<file path="src/rtl/mem_stage_ctrl_pkg.sv">
//------------------------------------------------------------------------------
// mem_stage_ctrl_pkg
// Shared pipeline definitions for the MEM stage: datapath and register-index
// widths, the MEM-stage FSM state encoding, and a small alignment helper.
// No ports (package).
//------------------------------------------------------------------------------
`timescale 1ns/1ps
package mem_stage_ctrl_pkg;

    localparam int XLEN       = 32;
    localparam int REG_ADDR_W = 5;

    // Raw state encodings; the enum below is built on them so the encoding
    // stays visible to anything that needs to decode the state by value.
    localparam logic [1:0] IDLE_ENC = 2'd0;
    localparam logic [1:0] REQ_ENC  = 2'd1;
    localparam logic [1:0] DONE_ENC = 2'd2;

    typedef enum logic [1:0] {
        IDLE = IDLE_ENC,
        REQ  = REQ_ENC,
        DONE = DONE_ENC
    } mem_state_e;

    // Word accesses only: the two low address bits must be zero.
    function automatic logic is_word_aligned(input logic [1:0] low_bits);
        return (low_bits == 2'b00);
    endfunction

endpackage

</file>
<file path="src/rtl/mem_wb_reg.sv">
//------------------------------------------------------------------------------
// mem_wb_reg
// MEM/WB pipeline register. Loads the selected write-back value, destination
// register and write enable on every clock edge unless hold is asserted, in
// which case it keeps its contents.
// Ports:
//   clk, reset          clock (rising edge), asynchronous active-high reset
//   hold                keep current contents this cycle
//   next_wb_data/rd/regwrite   values to load
//   wb_data/rd/regwrite        registered outputs toward write-back
//------------------------------------------------------------------------------
`timescale 1ns/1ps
module mem_wb_reg
    import mem_stage_ctrl_pkg::*;
(
    input  logic                  clk,
    input  logic                  reset,
    input  logic                  hold,
    input  logic [XLEN-1:0]       next_wb_data,
    input  logic [REG_ADDR_W-1:0] next_rd,
    input  logic                  next_regwrite,
    output logic [XLEN-1:0]       wb_data,
    output logic [REG_ADDR_W-1:0] rd,
    output logic                  regwrite
);

    // The register simply follows its inputs whenever the stage is not held,
    // and is cleared to an inert bubble (regwrite=0) by reset.
    always_ff @(posedge clk or posedge reset) begin
        if (reset) begin
            wb_data  <= '0;
            rd       <= '0;
            regwrite <= 1'b0;
        end else if (!hold) begin
            wb_data  <= next_wb_data;
            rd       <= next_rd;
            regwrite <= next_regwrite;
        end
    end

endmodule

</file>
<file path="src/rtl/mem_stage_ctrl.sv">
//------------------------------------------------------------------------------
// mem_stage_ctrl
// MEM-stage controller. Consumes the EX/MEM register, issues data-memory
// accesses over a req/ready bus, stalls upstream stages until the access
// finishes (or times out), selects the write-back value and loads MEM/WB.
// Ports:
//   clk, reset                 clock, asynchronous active-high reset
//   EX_MEM_*                   instruction fields from the EX/MEM register
//   dmem_req/we/addr/wdata     memory request toward the data memory
//   dmem_ready/rdata           memory completion and load data
//   MEM_stall                  freeze all upstream stages this cycle
//   MEM_misaligned             single-cycle flag for an unaligned mem op
//   MEM_bus_err                sticky timeout flag, cleared only by reset
//   MEM_WB_wb_data/rd/regwrite MEM/WB register outputs
//------------------------------------------------------------------------------
`timescale 1ns/1ps
module mem_stage_ctrl
    import mem_stage_ctrl_pkg::*;
#(
    parameter int TIMEOUT_CYCLES = 16,
    parameter int CNT_W          = 5
)
(
    input  logic                  clk,
    input  logic                  reset,
    input  logic [XLEN-1:0]       EX_MEM_ALU_result,
    input  logic [XLEN-1:0]       EX_MEM_rs2_data,
    input  logic [XLEN-1:0]       EX_MEM_pc,
    input  logic [REG_ADDR_W-1:0] EX_MEM_rd,
    input  logic                  EX_MEM_regwrite,
    input  logic                  EX_MEM_memtoreg,
    input  logic                  EX_MEM_memread,
    input  logic                  EX_MEM_memwrite,
    input  logic                  EX_MEM_unconditional_jmp,
    output logic                  dmem_req,
    output logic                  dmem_we,
    output logic [XLEN-1:0]       dmem_addr,
    output logic [XLEN-1:0]       dmem_wdata,
    input  logic                  dmem_ready,
    input  logic [XLEN-1:0]       dmem_rdata,
    output logic                  MEM_stall,
    output logic                  MEM_misaligned,
    output logic                  MEM_bus_err,
    output logic [XLEN-1:0]       MEM_WB_wb_data,
    output logic [REG_ADDR_W-1:0] MEM_WB_rd,
    output logic                  MEM_WB_regwrite
);

    localparam logic [CNT_W-1:0] TIMEOUT_LAST = CNT_W'(TIMEOUT_CYCLES - 1);

    mem_state_e      state;
    logic [CNT_W-1:0] wait_cnt;
    logic [XLEN-1:0] rdata_q;
    logic            kill;
    logic            bus_err_q;

    logic            mem_op;
    logic            aligned;
    logic            misaligned_op;
    logic [XLEN-1:0] wb_data_sel;
    logic            wb_regwrite_sel;

    // Decode of the instruction sitting in EX/MEM. A store wins over a load
    // if both bits are set, which only matters for dmem_we.
    assign mem_op        = EX_MEM_memread | EX_MEM_memwrite;
    assign aligned       = is_word_aligned(EX_MEM_ALU_result[1:0]);
    assign misaligned_op = (state == IDLE) && mem_op && !aligned;

    // The bus fields are direct views of EX/MEM. They stay stable through the
    // whole request because MEM_stall holds the EX/MEM register.
    assign dmem_req   = (state == REQ);
    assign dmem_we    = EX_MEM_memwrite;
    assign dmem_addr  = EX_MEM_ALU_result;
    assign dmem_wdata = EX_MEM_rs2_data;

    // Stall is needed in the launch cycle as well as the request cycles, so
    // it cannot be a pure register. It is gated by reset so that upstream
    // stages are released the moment reset hits, even though EX/MEM may
    // still present a memory instruction.
    assign MEM_stall      = !reset && ((state == REQ) || ((state == IDLE) && mem_op && aligned));
    assign MEM_misaligned = !reset && misaligned_op;
    assign MEM_bus_err    = bus_err_q;

    // Write-back selection. Jumps write the link address, loads write the
    // captured memory data, everything else writes the ALU result. The write
    // enable is suppressed for an access that was rejected as misaligned or
    // abandoned by the timeout.
    always_comb begin
        wb_data_sel = EX_MEM_ALU_result;
        if (EX_MEM_unconditional_jmp) begin
            wb_data_sel = EX_MEM_pc + 32'd4;
        end else if (EX_MEM_memtoreg) begin
            wb_data_sel = rdata_q;
        end
        wb_regwrite_sel = EX_MEM_regwrite;
        if (misaligned_op || ((state == DONE) && kill)) begin
            wb_regwrite_sel = 1'b0;
        end
    end

    // Access sequencer: IDLE launches an aligned access, REQ holds the
    // request until ready or until the wait budget runs out, DONE releases
    // the stall for the one edge that loads MEM/WB. Ready is checked before
    // the timeout so a response on the last allowed cycle still counts.
    always_ff @(posedge clk or posedge reset) begin
        if (reset) begin
            state     <= IDLE;
            wait_cnt  <= '0;
            rdata_q   <= '0;
            kill      <= 1'b0;
            bus_err_q <= 1'b0;
        end else begin
            case (state)
                IDLE: begin
                    if (mem_op && aligned) begin
                        state    <= REQ;
                        wait_cnt <= '0;
                        kill     <= 1'b0;
                    end
                end
                REQ: begin
                    if (dmem_ready) begin
                        rdata_q <= dmem_rdata;
                        state   <= DONE;
                    end else if (wait_cnt == TIMEOUT_LAST) begin
                        bus_err_q <= 1'b1;
                        rdata_q   <= '0;
                        kill      <= 1'b1;
                        state     <= DONE;
                    end else begin
                        wait_cnt <= wait_cnt + 1'b1;
                    end
                end
                DONE: begin
                    kill  <= 1'b0;
                    state <= IDLE;
                end
                default: begin
                    state <= IDLE;
                end
            endcase
        end
    end

    mem_wb_reg u_mem_wb_reg (
        .clk           (clk),
        .reset         (reset),
        .hold          (MEM_stall),
        .next_wb_data  (wb_data_sel),
        .next_rd       (EX_MEM_rd),
        .next_regwrite (wb_regwrite_sel),
        .wb_data       (MEM_WB_wb_data),
        .rd            (MEM_WB_rd),
        .regwrite      (MEM_WB_regwrite)
    );

endmodule

</file>
<file path="config.mk">
export PLATFORM = sky130hd
export DESIGN_NAME = mem_stage_ctrl
export DESIGN_NICKNAME = d
export VERILOG_FILES = /design/src/rtl/mem_stage_ctrl_pkg.sv /design/src/rtl/mem_wb_reg.sv /design/src/rtl/mem_stage_ctrl.sv
export SDC_FILE = /design/constraint.sdc
export NUM_CORES = 1
export LEC_CHECK = 0
export CAP_MARGIN = 5
export CORE_MARGIN = 8
export CORE_UTILIZATION = 29
export DETAILED_ROUTE_END_ITERATION = 10
export GPL_TIMING_DRIVEN = 0
export PLACE_DENSITY = 0.71
export SYNTH_ARGS = -nofsm -noshare
export SYNTH_HDL_FRONTEND = slang
export SYNTH_SLANG_ARGS = --single-unit
</file>
<file path="constraint.sdc">
create_clock -name clk -period 3.06 [get_ports clk]
set_input_delay 0.918 -clock clk [delete_from_list [all_inputs] [get_ports clk]]
set_output_delay 0.918 -clock clk [all_outputs]
set_load 0.01 [all_outputs]
</file>
==> summary.md, run 1 <==
| Metric | Value |
|---|---|
| Async SR Flop Fraction | `100%` |
| Slew margin rel. | `39.7%` |
| FF-to-FF End | `rdata_q[28]` |
| CTS Hold Bufs | `0` |
| Worst reg2reg setup slack | `0.83 ns` |
| Row cnt | `46` |
| Layout area overhead | `61.4%` |
| Critical-path maximum fanout | `2` |
| Clk_skew | `0.00397 ns` |
| Initial antenna violation count | `1` |
| Peak VDD IR | `0.000273 V` |
| Layout cells sized above 1 | `16.2%` |
| Net Sw Frac | `29.5%` |
| Total grt overflow | `0` |
| I/O pin cnt | `248` |
| Mapped Nets | `646` |
| Min Tclk post-route | `3.03 ns` |
| Clock tree buffer depth | `2` |
| Cts bufs inserted | `9` |
| Vias | `4671` |
| Fmax | `330 MHz` |
| CTS H-tree lvls | `3` |
| GR Util All Layers | `17.9%` |
| Full die area | `0.0206 mm2` |
| Clock latency on the worst-skew pair | `0.34 ns` |
| Clock network fraction of total power | `28.1%` |
| Critical path's slowest cell | `clkdlybuf4s50_1` |
| DR vias/cell | `4.87` |
| Post-synth EDFFs | `0` |
| Cells after Synth | `501` |
| Die width | `144 um` |
| Hold endpoint | `u_mem_wb_reg.rd[4]` |
| Worst slew pin tran | `0.904 ns` |
| Sequential area share after synthesis | `41.9%` |
| Design Power | `3.61 mW` |
| Setup violators final | `0` |
| Detailed Route WL | `18.7 mm` |
| Largest net degree at the start of global routing | `57` |
| Pwr/cell area | `474 mW/mm2` |
| Initial Utilization | `29.7%` |
| Ys flop type | `dfrtp_1` |
| Crit start category | `input pin` |
| Critical Path RT | `2.14 ns` |
| CTS tree | `done` |
| Clk sink count | `79` |
| Syn avg cell area | `9.43 um2` |
| Crit path DAT | `2.11 ns` |
| Drt pass-1 iters | `5` |
| Critical-path cell list | `clkdlybuf4s50_1 > buf_4 > clkdlybuf4s50_1` |
| Final Max Slew Viols | `0` |
| Clock Tree Root | `clkbuf_16` |
| Diode count | `0` |
| Setup TNS | `0 ns` |
| Unique masters post-synth | `50` |
| Yosys warns | `0` |
| IO buf count | `214` |
| Final Hold Viols | `0` |
| DP Area | `0.00716 mm2` |
| Leakage | `3.29 nW` |
| Worst setup path class | `input pin to output port` |
| 1st-iter DRT viols | `298` |
| Design area | `0.00762 mm2` |
| Hold wc startpoint | `u_mem_wb_reg.rd[4]` |
| Fin nets | `885` |
| Crit end category | `output port` |
| Post-DRT Antenna Nets | `0` |
| Vias in the first global route | `4935` |
| Most frequent CP cell | `clkdlybuf4s50_1` |
| Sequential Power Share | `40.1%` |
| Die height | `144 um` |
| Status | `completed` |
| RePlAce Congestion | `0.794` |
| Internal power | `2.54 mW` |
| Max Cap Violations | `0` |
| Final Cycle Share | `98.9%` |
| Delay of the slowest critical-path stage | `0.54 ns` |
| Hold depth | `2` |
| First-pass GRT wire length | `27.6 mm` |
| Post-synthesis register bit count | `79` |
| Core ar. | `0.0159 mm2` |
| Residual DRC | `0` |
| Tightest Hold Check Type | `flop to flop` |
| Worst-case reg-to-reg path depth | `6` |
| Mapped cell area | `0.00472 mm2` |
| Placed wire-length estimate | `14.5 mm` |
| NetSw | `1.07 mW` |
| Drt wl/cell | `19.5 um` |
| Clock slew at reported path FFs | `0.06 ns` |
| R2R Path Start | `wait_cnt[0]` |
| Comb pwr share | `31.8%` |
[how the worst max path moves through the flow]
stage                          start                        to  slack (ns)  depth (start not counted)
6_report       EX_MEM_ALU_result[14]             dmem_addr[14]        0.03                          3
5_1_grt                EX_MEM_pc[15]  u_mem_wb_reg.wb_data[27]      -0.008                          7
4_1_cts                 EX_MEM_pc[4]  u_mem_wb_reg.wb_data[29]        0.02                          7
3_5_place_dp    EX_MEM_ALU_result[1]                 MEM_stall       -1.45                          7
3_3_place_gp    EX_MEM_ALU_result[1]                 MEM_stall       -1.44                          7
2_1_floorplan                  reset               MEM_bus_err        0.12                          1
[per-stage QoR]
| step | util [%] | hold WS (ns) | setup slack (ns) | std cells |
|---|---|---|---|---|
| floorplan | - | 0.461 | 0.119 | 501 |
| global placement | 44.9 | 0.452 | -1.44 | 931 |
| detailed placement | 45.1 | 0.457 | -1.45 | 932 |
| CTS | 47.6 | 0.470 | 0.0166 | 959 |
| global route | 48.0 | 0.496 | -0.00769 | 959 |
| finish | 48.0 | 0.466 | 0.0332 | 959 |
[cells in the final DEF (no fill, tap or decap), types with 9 or more instances in the layout]
cell / netlist / routed
a2111oi_0: 12 / 12
a211oi_1: 15 / 15
a21oi_1: 9 / 9
a22o_1: 34 / 34
buf_4: 67 / 80
clkbuf_1: 18 / 19
clkbuf_16: 0 / 10
clkdlybuf4s50_1: 0 / 204
dfrtp_1: 79 / 79
mux2i_1: 18 / 18
nand2_1: 53 / 53
nand3_1: 11 / 11
nor2_1: 32 / 30
nor2b_1: 13 / 13
nor3_1: 11 / 10
o21ai_0: 25 / 25
xnor2_1: 10 / 10
xor2_1: 12 / 12
[critical path: cells and delay by family]
kind     cells  cell delay, ns
buf+inv      3            1.19
[flip-flops by register name, summed over array words and instances (netlist names)]
register	count
state	2
MEM_bus_err	1
u_mem_wb_reg.regwrite	1
rdata_q	32
kill	1
u_mem_wb_reg.wb_data	32
wait_cnt	5
u_mem_wb_reg.rd	5
[metal layers]
metal | GRT usage, % | vias up | routed length (um)
li1 | - | 2218 | -
met1 | 20.7 | 2232 | 7540
met2 | 29.6 | 192 | 8960
met3 | 6.17 | 27 | 1710
met4 | 7.19 | 2 | 462
met5 | 0 | - | 9
[synth_stat cells (12+ instances only)]
library cell / instances / area share, %
mux2i_1: 18 / 3.8
nand2_1: 53 / 4.2
o21ai_0: 25 / 2.6
nor2_1: 32 / 2.5
nor2b_1: 13 / 1.7
a211oi_1: 15 / 2.4
dfrtp_1: 79 / 42
xor2_1: 12 / 2.2
clkbuf_1: 18 / 1.4
buf_4: 67 / 11
a2111oi_0: 12 / 2.2
a22o_1: 34 / 6.3
[repair_timing]
action	in CTS	in global routing
pin swaps	3	4
gates resized for setup	21	12
setup buffers	13	0
endpoints found under the setup margin	5	5
gates cloned	0	0
[power groups by stage]
stage	Sequential, mW	Clock (mW)	Combinational (mW)
6_report	1.45	1.01	1.15
5_1_grt	1.48	1.08	1.24
4_1_cts	1.45	1.04	1.15
3_5_place_dp	1.46	0	1.12
3_3_place_gp	1.46	0	1.10
2_1_floorplan	1.47	0	0.503
[cell type report]
class | instances | area, um2
plain buffers | 93 | 664
fillers | 1522 | 8270
clock buffers | 13 | 260
inverters | 10 | 40.0
well taps | 216 | 270
multi-input cells | 319 | 2130
flip-flops and latches | 79 | 1980
repair buffers | 228 | 2270
clock inverters | 1 | 5.00
[cell families (layout without fill, tap and decap cells)]
kind of cell / Yosys count / in the layout / synth area share, %
buf+inv: 103 / 345 / 14.3
compound gates: 114 / 114 / 17.6
flops: 79 / 79 / 41.9
xor+xnor: 22 / 22 / 4.08
fa+ha+maj: 4 / 4 / 1.06
simple gates: 160 / 160 / 17.0
mux: 19 / 19 / 4.05
Note: power is estimated with default switching activity, not from simulation.
==> inputs of run 2 (changes only) <==
CORE_MARGIN = 2   (was 8)
==> run 2 against run 1 <==
Against the previous run:
- power increased by 0.14%
- cell count up 0.52%
- largest cell class unchanged
- routed wire length is 7.6% lower
- clock skew rose by 0.00054 ns
- die area decreased by 16%
- flip-flop and latch count is the same
==> summary.md, run 2 (synthesis gave the netlist of run 1 again) <==
| Metric | Value |
|---|---|
| Slew margin rel. | `42.3%` |
| Setup violators final | `0` |
| Critical Path RT | `2.14 ns` |
| Fmax | `330 MHz` |
| Pwr/cell area | `473 mW/mm2` |
| Final Cycle Share | `99.1%` |
| First-pass GRT wire length | `26.3 mm` |
| Largest net degree at the start of global routing | `55` |
| IO buf count | `214` |
| Detailed Route WL | `17.3 mm` |
| Status | `completed` |
| Min Tclk post-route | `3.03 ns` |
| Full die area | `0.0173 mm2` |
| Leakage | `3.33 nW` |
| Vias | `4719` |
| Total grt overflow | `0` |
| CTS tree | `done` |
| GR Util All Layers | `19.6%` |
| Row cnt | `46` |
| Final Max Slew Viols | `0` |
| Initial Utilization | `29.7%` |
| Critical-path maximum fanout | `2` |
| Tightest Hold Check Type | `flop to flop` |
| Worst setup path class | `input pin to output port` |
| Max Used Layer | `met5` |
| Die width | `132 um` |
| Most frequent cells in the layout | `clkdlybuf4s50_1, buf_4, dfrtp_1, nand2_1, a22o_1` |
| Residual DRC | `0` |
| Commonest non-fill, non-tap cell in the layout | `clkdlybuf4s50_1` |
| Crit end category | `output port` |
| Worst slew pin tran | `0.866 ns` |
| CTS H-tree lvls | `3` |
| Final Non-Filler Cells | `964` |
| Placed wire-length estimate | `13.0 mm` |
| Clk sink count | `79` |
| Layout area overhead | `62.0%` |
| Drt wl/cell | `17.9 um` |
| Cts bufs inserted | `9` |
| Top Registers | `rdata_q: 32 flops, u_mem_wb_reg.wb_data: 32 flops` |
| M1 wire length | `7.37 mm` |
| Critical path's slowest cell | `clkdlybuf4s50_1` |
| CTS Hold Bufs | `0` |
| Most frequent CP cell | `clkdlybuf4s50_1` |
| Layout cells sized above 1 | `17.1%` |
| Initial antenna violation count | `1` |
| RSZ-0062 raised after global routing | `false` |
| Die height | `132 um` |
| I/O pin cnt | `248` |
| Final Hold Viols | `0` |
| Final Util | `48.1%` |
| Max Cap Violations | `0` |
| Crit start category | `input pin` |
| Drt pass-1 iters | `6` |
| Core ar. | `0.0159 mm2` |
| Placed Instances | `932` |
| RePlAce Congestion | `0.832` |
| Clock tree buffer depth | `2` |
| Clock latency on the worst-skew pair | `0.34 ns` |
| Peak VDD IR | `0.000259 V` |
| Number of buffers and inverters on the critical path | `3` |
| Vias in the first global route | `4647` |
| 1st-iter DRT viols | `220` |
| Wire length on met2 | `8.26 mm` |
| Post-DRT Antenna Nets | `0` |
| Clock slew at reported path FFs | `0.06 ns` |
| Critical-path cell list | `clkdlybuf4s50_1 > buf_4 > clkdlybuf4s50_1` |
| Diode count | `0` |
| Delay of the slowest critical-path stage | `0.54 ns` |
| Clock Tree Root | `clkbuf_16` |
| DR vias/cell | `4.90` |
| Clk_skew | `0.00450 ns` |
| DR WL met3 | `1.32 mm` |
| Fin nets | `888` |
| CP delay by family, top | `buffers and inverters` |
| Crit path DAT | `2.11 ns` |
| Setup TNS | `0 ns` |
[run 2: cell types whose count changed in the layout (fill, tap and decap cells not counted), sizes merged, moves of 2 or more]
cell | previous run | this run
dlymetal6s2s | 4 | 7
buf | 87 | 90
clkdlybuf4s50 | 204 | 202
clkbuf | 34 | 31
clkinv | 2 | 6
[run 2: report_power, final]
part           internal [mW]  switching (mW)
Clock                  0.568           0.457
Combinational          0.664           0.476
Sequential              1.30           0.155
[run 2: routing by layer]
| layer | global-route usage, % | vias to the layer above |
|---|---|---|
| met5 | 0 | - |
| met4 | 6.52 | 2 |
| met3 | 5.17 | 22 |
| met2 | 32.1 | 203 |
| met1 | 25.1 | 2264 |
| li1 | - | 2228 |
[run 2: tightest hold or removal path, stage by stage (launching register included)]
cell and delay, ns:
dfrtp_1 0.34, nand2_1 0.05, nand2_1 0.05
[run 2: cell type report]
| type | count | area [um2] |
|---|---|---|
| inverter | 10 | 40.0 |
| clock buffer | 10 | 239 |
| clock inverter | 6 | 36.3 |
| timing repair buffer | 231 | 2300 |
| buffer | 93 | 664 |
| sequential | 79 | 1980 |
| fill | 1572 | 8240 |
| tap | 216 | 270 |
| multi-input combinational | 319 | 2120 |
[run 2: worst paths after layout]
path	from	to	slack, ns	depth (start not counted)
min in group asynchronous	reset	state[1]	0.99	2
min	u_mem_wb_reg.rd[0]	u_mem_wb_reg.rd[0]	0.47	2
min reg2reg	u_mem_wb_reg.rd[0]	u_mem_wb_reg.rd[0]	0.47	2
max	EX_MEM_ALU_result[14]	dmem_addr[14]	0.03	3
max reg2reg	wait_cnt[0]	rdata_q[25]	0.83	6
max in group asynchronous	reset	rdata_q[25]	1.46	3
[run 2: per-stage QoR]
step	worst slack, ns	hold WS (ns)	power, mW	area (um2)
2_1_floorplan	0.119	0.461	1.97	4720
3_3_place_gp	-1.42	0.451	2.55	7130
3_5_place_dp	-1.44	0.455	2.58	7160
4_1_cts	-0.112	0.470	3.65	7580
5_1_grt	0.00107	0.487	3.80	7650
6_report	0.0278	0.468	3.62	7650
[run 2: timing repair]
item / CTS / global route
pin swaps: 3 / 6
setup endpoints to repair: 5 / 4
setup buffers: 14 / 2
resized for setup: 18 / 15
==> inputs of run 3 (changes only) <==
SLEW_MARGIN = 40   (was unset)
==> run 3 against run 2 <==
Against the previous run:
- critical endpoint unchanged
- worst setup slack better by 0.0022 ns
- worst hold slack got worse by 0.0040 ns
- non-clock buffer count is 1 lower
- combinational power hardly changed
==> summary.md, run 3 (synthesis gave the netlist of run 1 again) <==
| Metric | Value |
|---|---|
| Status | `completed` |
| Clk sink count | `79` |
| Critical Path RT | `2.14 ns` |
| Drt pass-1 iters | `4` |
| I/O pin cnt | `248` |
| FF-to-FF End | `rdata_q[25]` |
| Final Non-Filler Cells | `960` |
| Row cnt | `46` |
| Sequential Power Share | `40.1%` |
| Full die area | `0.0173 mm2` |
| Comb pwr share | `31.4%` |
| Design area | `0.00762 mm2` |
| Placed wire-length estimate | `13.0 mm` |
| Post-DRT Antenna Nets | `0` |
| Clock latency on the worst-skew pair | `0.35 ns` |
| Final Max Slew Viols | `0` |
| NetSw | `1.06 mW` |
| Clock tree buffer depth | `2` |
| Residual DRC | `0` |
| Worst slew pin tran | `0.691 ns` |
| Final worst setup slack | `0.0300 ns` |
| Largest net degree at the start of global routing | `55` |
| Initial Utilization | `29.7%` |
| CTS Hold Bufs | `0` |
| Die width | `132 um` |
| Setup violators final | `0` |
| Crit path DAT | `2.11 ns` |
| Initial antenna violation count | `0` |
| Crit start category | `input pin` |
| Crit. Startpoint | `EX_MEM_ALU_result[14]` |
| Clock slew at reported path FFs | `0.05 ns` |
| RSZ-0062 raised after global routing | `true` |
| Design Power | `3.62 mW` |
| Worst setup path class | `input pin to output port` |
| Total grt overflow | `0` |
| Final Hold Viols | `0` |
| Max Cap Violations | `0` |
| Tightest Hold Check Type | `flop to flop` |
| Slew margin rel. | `53.9%` |
| First-pass GRT wire length | `26.2 mm` |
| 1st-iter DRT viols | `215` |
| Pwr/cell area | `474 mW/mm2` |
| Vias in the first global route | `4647` |
| IO buf count | `214` |
| Drt wl/cell | `17.8 um` |
| Clock network fraction of total power | `28.5%` |
| Min Tclk post-route | `3.03 ns` |
| Peak VDD IR | `0.000285 V` |
| Final Util | `48.0%` |
| Clock Tree Root | `clkbuf_16` |
| DR vias/cell | `4.86` |
| CTS H-tree lvls | `3` |
| Most frequent cells in the layout | `clkdlybuf4s50_1, buf_4, dfrtp_1, nand2_1, a22o_1` |
| Core ar. | `0.0159 mm2` |
| FILL cells | `1555` |
| Internal power | `2.56 mW` |
| Crit end category | `output port` |
| Fmax | `330 MHz` |
| Critical-path maximum fanout | `2` |
| Layout area overhead | `61.5%` |
| Layout cells sized above 1 | `16.3%` |
| CTS tree | `done` |
| Die height | `132 um` |
| Diode count | `0` |
| Vias | `4661` |
| Detailed Route WL | `17.1 mm` |
| Pre-CTS setup slack | `-1.45 ns` |
| Cts bufs inserted | `9` |
| DP Area | `0.00717 mm2` |
| Commonest non-fill, non-tap cell in the layout | `clkdlybuf4s50_1` |
| Top Registers | `rdata_q: 32 flops, u_mem_wb_reg.wb_data: 32 flops` |
| Worst setup endpoint | `dmem_addr[14]` |
| Leakage | `3.32 nW` |
| Placed Instances | `932` |
| Worst-case reg-to-reg path depth | `6` |
| RePlAce Congestion | `0.832` |
| GR Util All Layers | `19.5%` |
| Fin nets | `887` |
| Clk_skew | `0.00643 ns` |
| R2R Path Start | `wait_cnt[0]` |
| Final Cycle Share | `99.0%` |
| Net Sw Frac | `29.2%` |
| Worst reg2reg setup slack | `0.82 ns` |
run 3: changes by cell type in the layout (fill, tap and decap cells not counted), sizes merged:
cell           previous run  this run
clkdlybuf4s50           202       203
clkinv                    6         2
dlymetal6s2s              7         6
clkbuf                   31        34
clkinvlp                  1         0
buf                      90        88
run 3: worst min-delay path by stage:
stage	from	endpoint	slack, ns	cells after the start
2_1_floorplan	rdata_q[2]	rdata_q[2]	0.46	1
4_1_cts	u_mem_wb_reg.rd[4]	u_mem_wb_reg.rd[4]	0.47	2
6_report	u_mem_wb_reg.rd[4]	u_mem_wb_reg.rd[4]	0.46	2
3_3_place_gp	u_mem_wb_reg.rd[3]	u_mem_wb_reg.rd[3]	0.45	2
5_1_grt	u_mem_wb_reg.rd[3]	u_mem_wb_reg.rd[3]	0.49	2
3_5_place_dp	u_mem_wb_reg.rd[4]	u_mem_wb_reg.rd[4]	0.46	2
run 3: area by class of cell:
class | count | area (um2) | area share [%]
timing repair buffer | 230 | 2290 | 30.1
sequential | 79 | 1980 | 25.9
buffer | 93 | 666 | 8.73
tap | 216 | 270 | 3.54
clock inverter | 1 | 5.00 | 0.0656
multi-input combinational | 319 | 2100 | 27.6
inverter | 10 | 42.5 | 0.558
clock buffer | 12 | 267 | 3.50
run 3: power by group through the flow:
stage	Combinational (mW)	Sequential, mW	Clock [mW]
6_report	1.14	1.45	1.03
5_1_grt	1.23	1.48	1.08
4_1_cts	1.14	1.45	1.05
3_5_place_dp	1.11	1.46	0
3_3_place_gp	1.09	1.46	0
2_1_floorplan	0.503	1.47	0
run 3: per-layer routing:
layer | vias up | GRT usage [%] | part of all wire, %
li1 | 2221 | - | -
met1 | 2233 | 25.5 | 43
met2 | 186 | 31.5 | 47
met3 | 21 | 5.36 | 8.0
met4 | 0 | 6.04 | 1.9
met5 | - | 0 | 0
run 3: timing repair:
| item | CTS | global route |
|---|---|---|
| pin swaps | 3 | 5 |
| gates resized for setup | 18 | 10 |
| endpoints found under the hold margin | 0 | 0 |
| setup buffers | 13 | 2 |
| endpoints found under the setup margin | 5 | 4 |
run 3: critical path, stage by stage:
cell	delay [ns]
clkdlybuf4s50_1	0.54
buf_4	0.13
clkdlybuf4s50_1	0.52
run 3: stage by stage:
step | hold slack (ns) | TNS, ns
6_report | 0.464 | 0
5_1_grt | 0.493 | -0.0456
4_1_cts | 0.467 | -0.151
3_5_place_dp | 0.455 | -8.39
3_3_place_gp | 0.451 | -119.41
2_1_floorplan | 0.461 | 0
